$ cat config.mk
export PLATFORM = sky130hd
export DESIGN_NAME = rr_deserializer
export DESIGN_NICKNAME = d
export VERILOG_FILES = /design/src/rtl/rr_deserializer_pkg.sv /design/src/rtl/rr_deserializer_frame_out_reg.sv /design/src/rtl/rr_deserializer.sv
export SDC_FILE = /design/constraint.sdc
export NUM_CORES = 1
export LEC_CHECK = 0
export ABC_AREA = 1
export ABC_CLOCK_PERIOD_IN_PS = 2000
export CAP_MARGIN = 20
export CORE_MARGIN = 2
export CORE_UTILIZATION = 50
export CTS_CLUSTER_SIZE = 14
export DETAILED_ROUTE_END_ITERATION = 7
export PLACE_DENSITY = 0.81
export SETUP_SLACK_MARGIN = 0.1
export SYNTH_ARGS = -nofsm -noshare
export SYNTH_HDL_FRONTEND = slang
export SYNTH_HIERARCHICAL = 1
export SYNTH_SLANG_ARGS = --single-unit
export TNS_END_PERCENT = 20
$ cat constraint.sdc
create_clock -name clk -period 2 [get_ports clk]
set_input_delay 0.2 -clock clk [delete_from_list [all_inputs] [get_ports clk]]
set_output_delay 0.2 -clock clk [all_outputs]
set_load 0.02 [all_outputs]
$ cat src/rtl/rr_deserializer_pkg.sv
// Shared sizing helpers for the round-robin lane serializer/deserializer pair.
package rr_deserializer_pkg;

  localparam int DEF_DATA_WIDTH = 16;
  localparam int DEF_N_INPUTS   = 4;

  // Lane counter width; a single-lane link still keeps a 1-bit counter.
  function automatic int cw_f(input int n);
    return (n <= 1) ? 1 : $clog2(n);
  endfunction

  // Low bit of lane `lane` inside a packed frame of `dw`-bit lanes.
  function automatic int lane_lo(input int lane, input int dw);
    return lane * dw;
  endfunction

endpackage

$ cat src/rtl/rr_deserializer_frame_out_reg.sv
// Valid/ready holding register for one rebuilt frame; busy means a frame is
// waiting and will not leave this cycle.
module frame_out_reg #(
  parameter int W = 64
) (
  input  logic         clk,
  input  logic         rst,
  input  logic         load_i,
  input  logic [W-1:0] data_i,
  input  logic         ready_i,
  output logic [W-1:0] data_o,
  output logic         valid_o,
  output logic         busy_o
);

  logic [W-1:0] data_q;
  logic         valid_q;

  always_ff @(posedge clk) begin
    if (rst) begin
      data_q  <= '0;
      valid_q <= 1'b0;
    end else begin
      if (load_i) begin
        data_q  <= data_i;
        valid_q <= 1'b1;
      end else if (ready_i) begin
        valid_q <= 1'b0;
      end
    end
  end

  assign data_o  = data_q;
  assign valid_o = valid_q;
  assign busy_o  = valid_q & ~ready_i;

endmodule

$ cat src/rtl/rr_deserializer.sv
// Rebuilds N_INPUTS-lane frames from a word-per-cycle lane stream, with
// in_sof resync, sticky overflow and a sync-error pulse.
module rr_deserializer
  import rr_deserializer_pkg::*;
#(
  parameter int DATA_WIDTH = DEF_DATA_WIDTH,
  parameter int N_INPUTS   = DEF_N_INPUTS
) (
  input  logic                           clk,
  input  logic                           rst,
  input  logic [DATA_WIDTH-1:0]          in_data,
  input  logic                           in_valid,
  input  logic                           in_sof,
  output logic [DATA_WIDTH*N_INPUTS-1:0] out_data,
  output logic                           out_valid,
  input  logic                           out_ready,
  output logic [N_INPUTS-1:0]            lane_mask,
  output logic                           overflow,
  output logic                           sync_err
);

  localparam int            CW        = cw_f(N_INPUTS);
  localparam int            FW        = DATA_WIDTH * N_INPUTS;
  localparam logic [CW-1:0] LAST_LANE = CW'(N_INPUTS - 1);

  logic [CW-1:0]       ctr_q, ctr_d;
  logic [CW-1:0]       lane;
  logic [N_INPUTS-1:0] lane_mask_q, lane_mask_d;
  logic [N_INPUTS-1:0] lane_hit;
  logic                sync_err_q;
  logic                overflow_q;
  logic                last_word;
  logic                busy;
  logic                load;
  logic [FW-1:0]       frame;

  assign lane      = in_sof ? '0 : ctr_q;
  assign last_word = in_valid && (lane == LAST_LANE);
  assign load      = last_word && !busy;

  // The final lane bypasses the shadow so a frame is presented one cycle
  // after its last word.
  genvar gi;
  generate
    for (gi = 0; gi < N_INPUTS; gi++) begin : g_lane
      assign lane_hit[gi] = (lane == CW'(gi));
      if (gi == N_INPUTS - 1) begin : g_bypass
        assign frame[lane_lo(gi, DATA_WIDTH) +: DATA_WIDTH] = in_data;
      end else begin : g_shadow
        logic [DATA_WIDTH-1:0] shadow_q;
        always_ff @(posedge clk) begin
          if (rst) begin
            shadow_q <= '0;
          end else if (in_valid && lane_hit[gi]) begin
            shadow_q <= in_data;
          end
        end
        assign frame[lane_lo(gi, DATA_WIDTH) +: DATA_WIDTH] = shadow_q;
      end
    end
  endgenerate

  always_comb begin
    ctr_d       = ctr_q;
    lane_mask_d = lane_mask_q;
    if (in_valid) begin
      if (last_word) begin
        ctr_d       = '0;
        lane_mask_d = '0;
      end else begin
        ctr_d       = lane + 1'b1;
        lane_mask_d = (in_sof ? '0 : lane_mask_q) | lane_hit;
      end
    end
  end

  always_ff @(posedge clk) begin
    if (rst) begin
      ctr_q       <= '0;
      lane_mask_q <= '0;
      sync_err_q  <= 1'b0;
      overflow_q  <= 1'b0;
    end else begin
      ctr_q       <= ctr_d;
      lane_mask_q <= lane_mask_d;
      sync_err_q  <= in_valid && in_sof && (ctr_q != '0);
      if (last_word && busy) begin
        overflow_q <= 1'b1;
      end
    end
  end

  frame_out_reg #(
    .W(FW)
  ) u_out (
    .clk    (clk),
    .rst    (rst),
    .load_i (load),
    .data_i (frame),
    .ready_i(out_ready),
    .data_o (out_data),
    .valid_o(out_valid),
    .busy_o (busy)
  );

  assign lane_mask = lane_mask_q;
  assign overflow  = overflow_q;
  assign sync_err  = sync_err_q;

endmodule

* Word-level counts from Yosys, hierarchy flattened
Index checks and enable logic that the tools add are counted.
** Word-level totals
- Bits in registers :: 121
- Latch bits :: 0
- Bits in writable memories :: 0
- Memory bits (read-only) :: 0
- Memories kept :: 0
** Operators by class
- Add/sub/neg operators :: 1
- $mul :: 0
- Div/mod/pow operators :: 0
- Magnitude comparators :: 0
- Equal/unequal tests :: 3
- Shift operators :: 0
- Multiplexer cells :: 6
- Bitwise operators :: 3
- Reduce and logical (&&, ||, !) cells :: 12
** Operator list (count)
- $logic_and A1 B1 Y1 :: 8
- $mux W4 :: 2
- $eq A2 B2 Y1 const B :: 2
- $mux W2 :: 2
- $or A4 B4 Y4 :: 1
- $reduce_bool A2 Y1 :: 2
- $add A2 B1 Y2 const B :: 1
- $eq A2 B1 Y1 const B :: 1
- $logic_not A2 Y1 :: 1
- $mux W1 :: 2
- $and A1 B1 Y1 :: 1
- $logic_not A1 Y1 :: 1
- $not A1 Y1 :: 1

* Depth between registers and ports, before layout
Gate-level depths: netlist of the first run.
- Word-level depth :: 5
- Mapped depth :: 12
- Depth with buffers taken out :: 9

* By module
The synthesis of the first run kept the hierarchy.
** By module, submodules not included
- rr_deserializer :: instances 1, cells an instance 348, area each 2344.7 um2
- frame_out_reg :: instances 1, cells an instance 283, area each 2299.7 um2

* Worst setup path before layout of the first run
Ideal clock, no wire load.
- Kind :: reg2reg
- From :: reg ctr_q[0]
- To :: reg u_out.data_q[51] (netlist: u_out/data_o[51])
- Setup time :: 0.116 ns
- Arrival :: 1.398 ns
- Slack :: 0.486 ns
- Stages on the path, launching flop included :: 12
- Clock period less this slack :: 1.514 ns
- Cells stage by stage :: dfxtp_1 -> nand2_1 -> inv_1 -> ha_1 -> nand2_1 -> nor2_1 -> buf_6 -> inv_4 -> buf_8 -> buf_8 -> nor2_2 -> nor2_1
** Between the ends
- Longest elaborated chain between the ends :: 4
** RTL lines
- from (decl) :: RTL line rr_deserializer.sv:26 : logic [CW-1:0] ctr_q, ctr_d;
- from (signal assigned) :: RTL line rr_deserializer.sv:84 : ctr_q <= ctr_d;
- $mux W2 :: RTL line rr_deserializer.sv:37 : assign lane = in_sof ? '0 : ctr_q;
- $eq A2 B2 Y1 :: RTL line rr_deserializer.sv:38 : assign last_word = in_valid && (lane == LAST_LANE);
- $logic_and A1 B1 Y1 :: RTL line rr_deserializer.sv:38
- $logic_and A1 B1 Y1 :: RTL line rr_deserializer.sv:39 : assign load = last_word && !busy;
- named net load :: RTL line rr_deserializer.sv:34 : logic load;
- to (signal assigned) :: RTL line rr_deserializer_frame_out_reg.sv:25 : data_q <= data_i;
- to (decl) :: RTL line rr_deserializer_frame_out_reg.sv:16 : logic [W-1:0] data_q;
The timed path passes the listed nets, and every way through them passes these cells.
A chain may end at the register's enable or synchronous reset.

* Worst setup path in the final report of the first run
- From :: reg u_out.data_q[52] (netlist: u_out/data_o[52])
- To :: out out_data[52]
** RTL lines
- to (decl) :: RTL line rr_deserializer.sv:14 : output logic [DATA_WIDTH*N_INPUTS-1:0] out_data,
No word-level cell between the ends.

==> results of run 1 <==
[cell families after synthesis]
group	after synthesis	synth area share (%)
AOI/OAI and AO/OA	71	7.73
DFF	121	52.2
buffers and inverters	93	10.4
adders and majority gates	4	1.08
and+or+nand+nor	342	28.7
[cell usage in the layout, fill, tap and decap left out, types with 3 or more instances in the layout]
master and instances:
a21oi_1 4, buf_12 5, buf_4 4, clkbuf_16 16, clkbuf_8 3, clkdlybuf4s50_1 91, clkinv_2 3, clkinv_4 4
clkinvlp_4 4, dfxtp_1 121, ha_1 4, inv_1 55, nand2_1 107, nand2_4 3, nor2_1 220, nor2_2 9
o21ai_0 66
[power groups by stage]
stage               clock [mW]  combinational [mW]  sequential, mW
floorplan                    0               0.198            2.58
global placement             0               0.328            2.57
detailed placement           0               0.337            2.57
CTS                       2.73               0.343            2.52
global route              2.86               0.383            2.53
finish                    2.72               0.344            2.52
[final timing paths]
check                                                      to  slack, ps                           from  depth (start not counted)
worst max register to register  u_out/data_o[11]$_SDFFE_PP0P_        390          ctr_q[0]$_SDFFE_PP0P_                          8
worst min-delay path                      sync_err$_SDFF_PP0_        380                         in_sof                          3
worst min register to register      lane_mask[2]$_SDFFE_PP0P_        460      lane_mask[2]$_SDFFE_PP0P_                          2
worst max-delay path                             out_data[52]        280  u_out/data_o[52]$_SDFFE_PP0P_                          1
[sequential cells by signal (all words and copies together) (netlist names)]
signal and cells:
ctr_q 2, g_lane.g_shadow.shadow_q 48, lane_mask 4, overflow 1, sync_err 1, u_out/data_o 64
u_out/valid_o 1
[layer usage]
layer / part of all wire [%] / wire [um] / track usage [%]
met4: 1.8 / 208 / 9.27
met1: 45 / 5060 / 30.5
met2: 48 / 5380 / 36.8
met3: 5.6 / 631 / 6.75
met5: 0 / 0 / 0
[metrics by stage]
step,area [um2],worst slack [ps]
final,6110,278
after global routing,6110,247
after CTS,6110,280
after detailed placement,5570,56.3
after global placement,5570,148
after floorplan,4640,486
[final cells by class]
cell class	instances	share of cell area [%]
Multi-Input combinational cell	417	28.6
Inverter	58	3.60
Clock buffer	19	7.23
Sequential cell	121	39.6
Tap cell	111	2.27
Clock inverter	13	1.60
Timing Repair Buffer	100	17.0
==> reports/metrics.yaml, run 1 <==
status: "finished clean"
fin_nets: 740
synth_area_um2: 4640
crit_type: "reg -> out"
synth.avg_cell_area_um2: 7.36
syn_to_final_growth_pct: 31.5
final_util_pct: 67.1
clock.fmax_mhz: 581
synth_warnings: 6
post-route-period-util_pct: 86.1
routedWlPerCell_um: 13.5
gr-total-overflow: 0
rows: 35
fin_skew_ps: 5.29
netlist.top_cell.by_area: "dfxtp_1"
final_cell_count_no_fill: 839
hpwlAfterDp_um: 7100
grt_pass1_wl_um: 18500
end_kind: "output pin"
drive_gt1_share_pct: 7.97
max-vdd-ir-drop_uv: 607
htreeDepth: 4
cp_max_fo: 2
power.static_leakage_nw: 2.96
io_pins: 92
ctsResizeCount: 0
die_height_um: 100
antenna_found_initial: 0
drv_slew: 0
cts_setup_buffers: 0
async_reset_ff_share_pct: 0
hp-class: "in -> reg"
dp_cells: 807
cp_top_family: "buffers and inverters"
crit_buf_inv: 1
period_needed_ps: 1720
max-slew-margin-rel_pct: 74.8
io_buffer_count: 91
drt_iter0_drc: 238
multiInputGateArea_um2: 1750
clk_latency_ps: 520
syn_inst: 631
p_int_mw: 4.21
power_switching_mw: 1.38
netlist_top_cells_area: "dfxtp_1 52%, nor2_1 18%, nand2_1 8.6%, o21ai_0 7.1%, inv_1 4.4%"
routed_via_density: 4.87
die_x_um: 100
cts_sinks: 121
grtUsageTotal_pct: 23.4
postCtsHoldBufs: 0
dr.pass1.iters: 5
start_util_pct: 51.0
hold_violations: 0
fill_cells: 685
place_congestion: 0.832
grt_pass1_vias: 3931
yosysSeqAreaShare_pct: 52.2
ant_nets: 0
cts_tree: "yes"
numCtsBuffers: 17
die_area_um2: 10100
switching_share_pct: 24.6
cp_slowest_stage_delay_ps: 630
dominantRegCellSynth: "dfxtp_1"
yosys-top-cells-count: "221 x nor2_1, 121 x dfxtp_1, 107 x nand2_1, 66 x o21ai_0, 55 x inv_1"
rsz0062_at_grt: "no"
setup_viol: 0
clk_path_buf_depth: 2
drv_cap: 0
ys_seq_elements: 121
crit_path_start_kind: "flip-flop"
p_per_area_nw_per_um2: 913
synth_edf_count: 0
power_mw: 5.58
worstPathRequired_ps: 1800
power_frac_comb_pct: 6.2
core_area_um2: 9110
tns_ps: 0
yosysMostFrequentCell: "nor2_1"
seq_area_um2: 2420
clkPwrFrac_pct: 48.7
fin_hold_ws_ps: 381
synth_nets: 656
synth_top_cell_area_share_pct: 52.2
drc: 0
n_antenna_cell: 0
synth_cell_type_count: 19
worst_pin_slew_ps: 378
vias: 4085
routed_wl_um: 11300
cts-root-buf: "clkbuf_8"
slowest_stage: "clkdlybuf4s50_1"
power_frac_seq_pct: 45.2
critPathArrivalTime_ps: 1520
cp_cell_sequence: "clkdlybuf4s50_1"
grt_max_degree: 65
cts.clk_slew.worst_paths_ps: 60
Power figures use the tool's default switching activity.
==> inputs of run 2 (changes only) <==
--- a/config.mk
+++ b/config.mk
@@ -10,6 +10,7 @@
 export CAP_MARGIN = 20
 export CORE_MARGIN = 2
 export CORE_UTILIZATION = 50
+export CTS_CLUSTER_DIAMETER = 150
 export CTS_CLUSTER_SIZE = 14
 export DETAILED_ROUTE_END_ITERATION = 7
 export PLACE_DENSITY = 0.81
==> results of run 2 <==
No change in the layout: final DEF, timing and power equal those of run 1.
==> inputs of run 3 (changes only) <==
--- a/config.mk
+++ b/config.mk
@@ -14,7 +14,9 @@
 export CTS_CLUSTER_SIZE = 14
 export DETAILED_ROUTE_END_ITERATION = 7
 export PLACE_DENSITY = 0.81
+export REMOVE_ABC_BUFFERS = 1
 export SETUP_SLACK_MARGIN = 0.1
+export SKIP_CTS_REPAIR_TIMING = 1
 export SYNTH_ARGS = -nofsm -noshare
 export SYNTH_HDL_FRONTEND = slang
 export SYNTH_HIERARCHICAL = 1
==> run 3 against run 2 <==
Effect of this change: register-to-register slack worse by 30 ps; sequential share of layout area barely moved; hold slack got worse by 19 ps; first-iteration DRC count fell by 14%; clock skew rose by 1.3 ps; largest cell class unchanged; highest routed layer unchanged.
==> reports/metrics.yaml, run 3 (synthesis gave the netlist of run 1 again) <==
drv_slew: 0  # unchanged
max-slew-margin-rel_pct: 68.4  # -6.4 points
grtUsageTotal_pct: 21.1  # -2.3 points
io_pins: 92  # unchanged
die_area_um2: 10100  # unchanged
grt_max_degree: 43  # -34%
drv_cap: 0  # unchanged
final_cell_count_no_fill: 838  # -0.12%
placed_cell_area_um2: 5550  # -0.36%
cp_slowest_stage_delay_ps: 620  # about the same
cts_tree: "yes"
hp-class: "in -> reg"
reg2reg_from: "ctr_q[0]$_SDFFE_PP0P_"
drive_gt1_share_pct: 7.84  # -0.13 points
die_x_um: 100  # unchanged
max-vdd-ir-drop_uv: 611  # +0.69%
drt_iter0_drc: 204  # -14%
routed.top_layer: "met4"
period_needed_ps: 1690  # -33.1 ps
antenna_found_initial: 0  # unchanged
cts_sinks: 121  # unchanged
post-route-period-util_pct: 84.4  # -1.7 points
drc: 0  # unchanged
fin_skew_ps: 6.62  # +1.33 ps
setup_viol: 0  # unchanged
grt_pass1_wl_um: 16900  # -8.7%
pre_cts_ws_ps: 72.3  # +16.0 ps
clk_latency_ps: 510  # about the same
power.static_leakage_nw: 2.96  # about the same
cp_max_fo: 2  # unchanged
fin_nets: 739  # -0.14%
setup.worst_path.start: "u_out/data_o[41]$_SDFFE_PP0P_"
final_common_cell: "nor2_1"
dp_cells: 806  # -0.12%
wl_met3_um: 537  # -15%
fin_ws_ps: 311  # +33.1 ps
hp-start: "out_ready"
core_area_um2: 9110  # unchanged
clk_path_buf_depth: 2  # unchanged
routed_via_density: 4.78  # -1.8%
gr-total-overflow: 0  # unchanged
syn_to_final_growth_pct: 31.6  # about the same
design_area_um2: 6110  # about the same
slowest_stage: "clkdlybuf4s50_1"
status: "finished clean"
rsz0062_at_grt: "no"
ant_nets: 0  # unchanged
hold_violations: 0  # unchanged
start_util_pct: 51.0  # unchanged
grt_pass1_vias: 3791  # -3.6%
cp_cell_sequence: "clkdlybuf4s50_1"
place_congestion: 0.793  # -4.7%
io_buffer_count: 91  # unchanged
end_kind: "output pin"
numCtsBuffers: 17  # unchanged
routedWlPerCell_um: 12.0  # -11%
crit_type: "reg -> out"
cp_top_family: "buffers and inverters"
wl_met1_um: 4550  # -10%
clock.fmax_mhz: 592  # +2.0%
vias: 4005  # -2.0%
rows: 35  # unchanged
n_antenna_cell: 0  # unchanged
hpwlAfterDp_um: 6320  # -11%
final_cell_mix: "220 x nor2_1, 121 x dfxtp_1, 107 x nand2_1, 91 x clkdlybuf4s50_1, 66 x o21ai_0"
die_height_um: 100  # unchanged
htreeDepth: 4  # unchanged
crit_buf_inv: 1  # unchanged
crit_path_start_kind: "flip-flop"
p_per_area_nw_per_um2: 926  # +1.4%
cts.clk_slew.worst_paths_ps: 60  # about the same
largest_register_ffs: 64  # unchanged
worst_pin_slew_ps: 474  # +96.0 ps
dr.pass1.iters: 5  # unchanged
critPathArrivalTime_ps: 1490  # -30 ps
worstPathRequired_ps: 1800  # about the same
dr_wl_met2_um: 4840  # -10%
cts-root-buf: "clkbuf_8"
routed_wl_um: 10100  # -11%
[run 3: cell types whose count changed in the layout (fill, tap and decap cells not counted), sizes merged]
cell / before / now
buf: 9 / 8
bufinv: 0 / 1
clkbuf: 19 / 17
clkinv: 7 / 6
inv: 60 / 62
[run 3: final cells by class]
type | count | area, um2
inverter | 58 | 220
timing repair buffer | 99 | 1020
multi-input combinational | 417 | 1750
clock inverter | 15 | 146
clock buffer | 17 | 414
sequential | 121 | 2420
fill | 765 | 3000
tap | 111 | 139
[run 3: per-stage QoR]
| step | hold WS, ps | setup TNS [ps] | utilization [%] | total power [mW] |
|---|---|---|---|---|
| final | 361 | 0 | 67.1 | 5.66 |
| after CTS | 343 | 0 | 67.1 | 5.71 |
| after floorplan | 262 | -84210 | - | 2.74 |
| after global routing | 361 | 0 | 67.1 | 5.88 |
| after global placement | 430 | 0 | 60.9 | 2.88 |
| after detailed placement | 449 | 0 | 60.9 | 2.90 |
[run 3: report_power, final]
group | internal (mW) | switching [mW]
combinational | 0.130 | 0.199
clock | 1.67 | 1.14
sequential | 2.48 | 0.0359
[run 3: path summary, 6_finish.rpt]
path | endpoint | slack (ps) | depth (start not counted)
hold / removal | u_out/valid_o$_SDFFE_PP0P_ | 360 | 4
setup / recovery | out_data[41] | 310 | 1
hold reg to reg | lane_mask[3]$_SDFFE_PP0P_ | 450 | 2
setup reg to reg | u_out/data_o[58]$_SDFFE_PP0P_ | 360 | 8
[run 3: routing by layer]
metal  vias to the layer above  GRT usage [%]
met5                         -              0
met4                         0           7.90
met3                        18           5.99
met2                        98           36.2
met1                      1820           25.1
li1                       2069              -
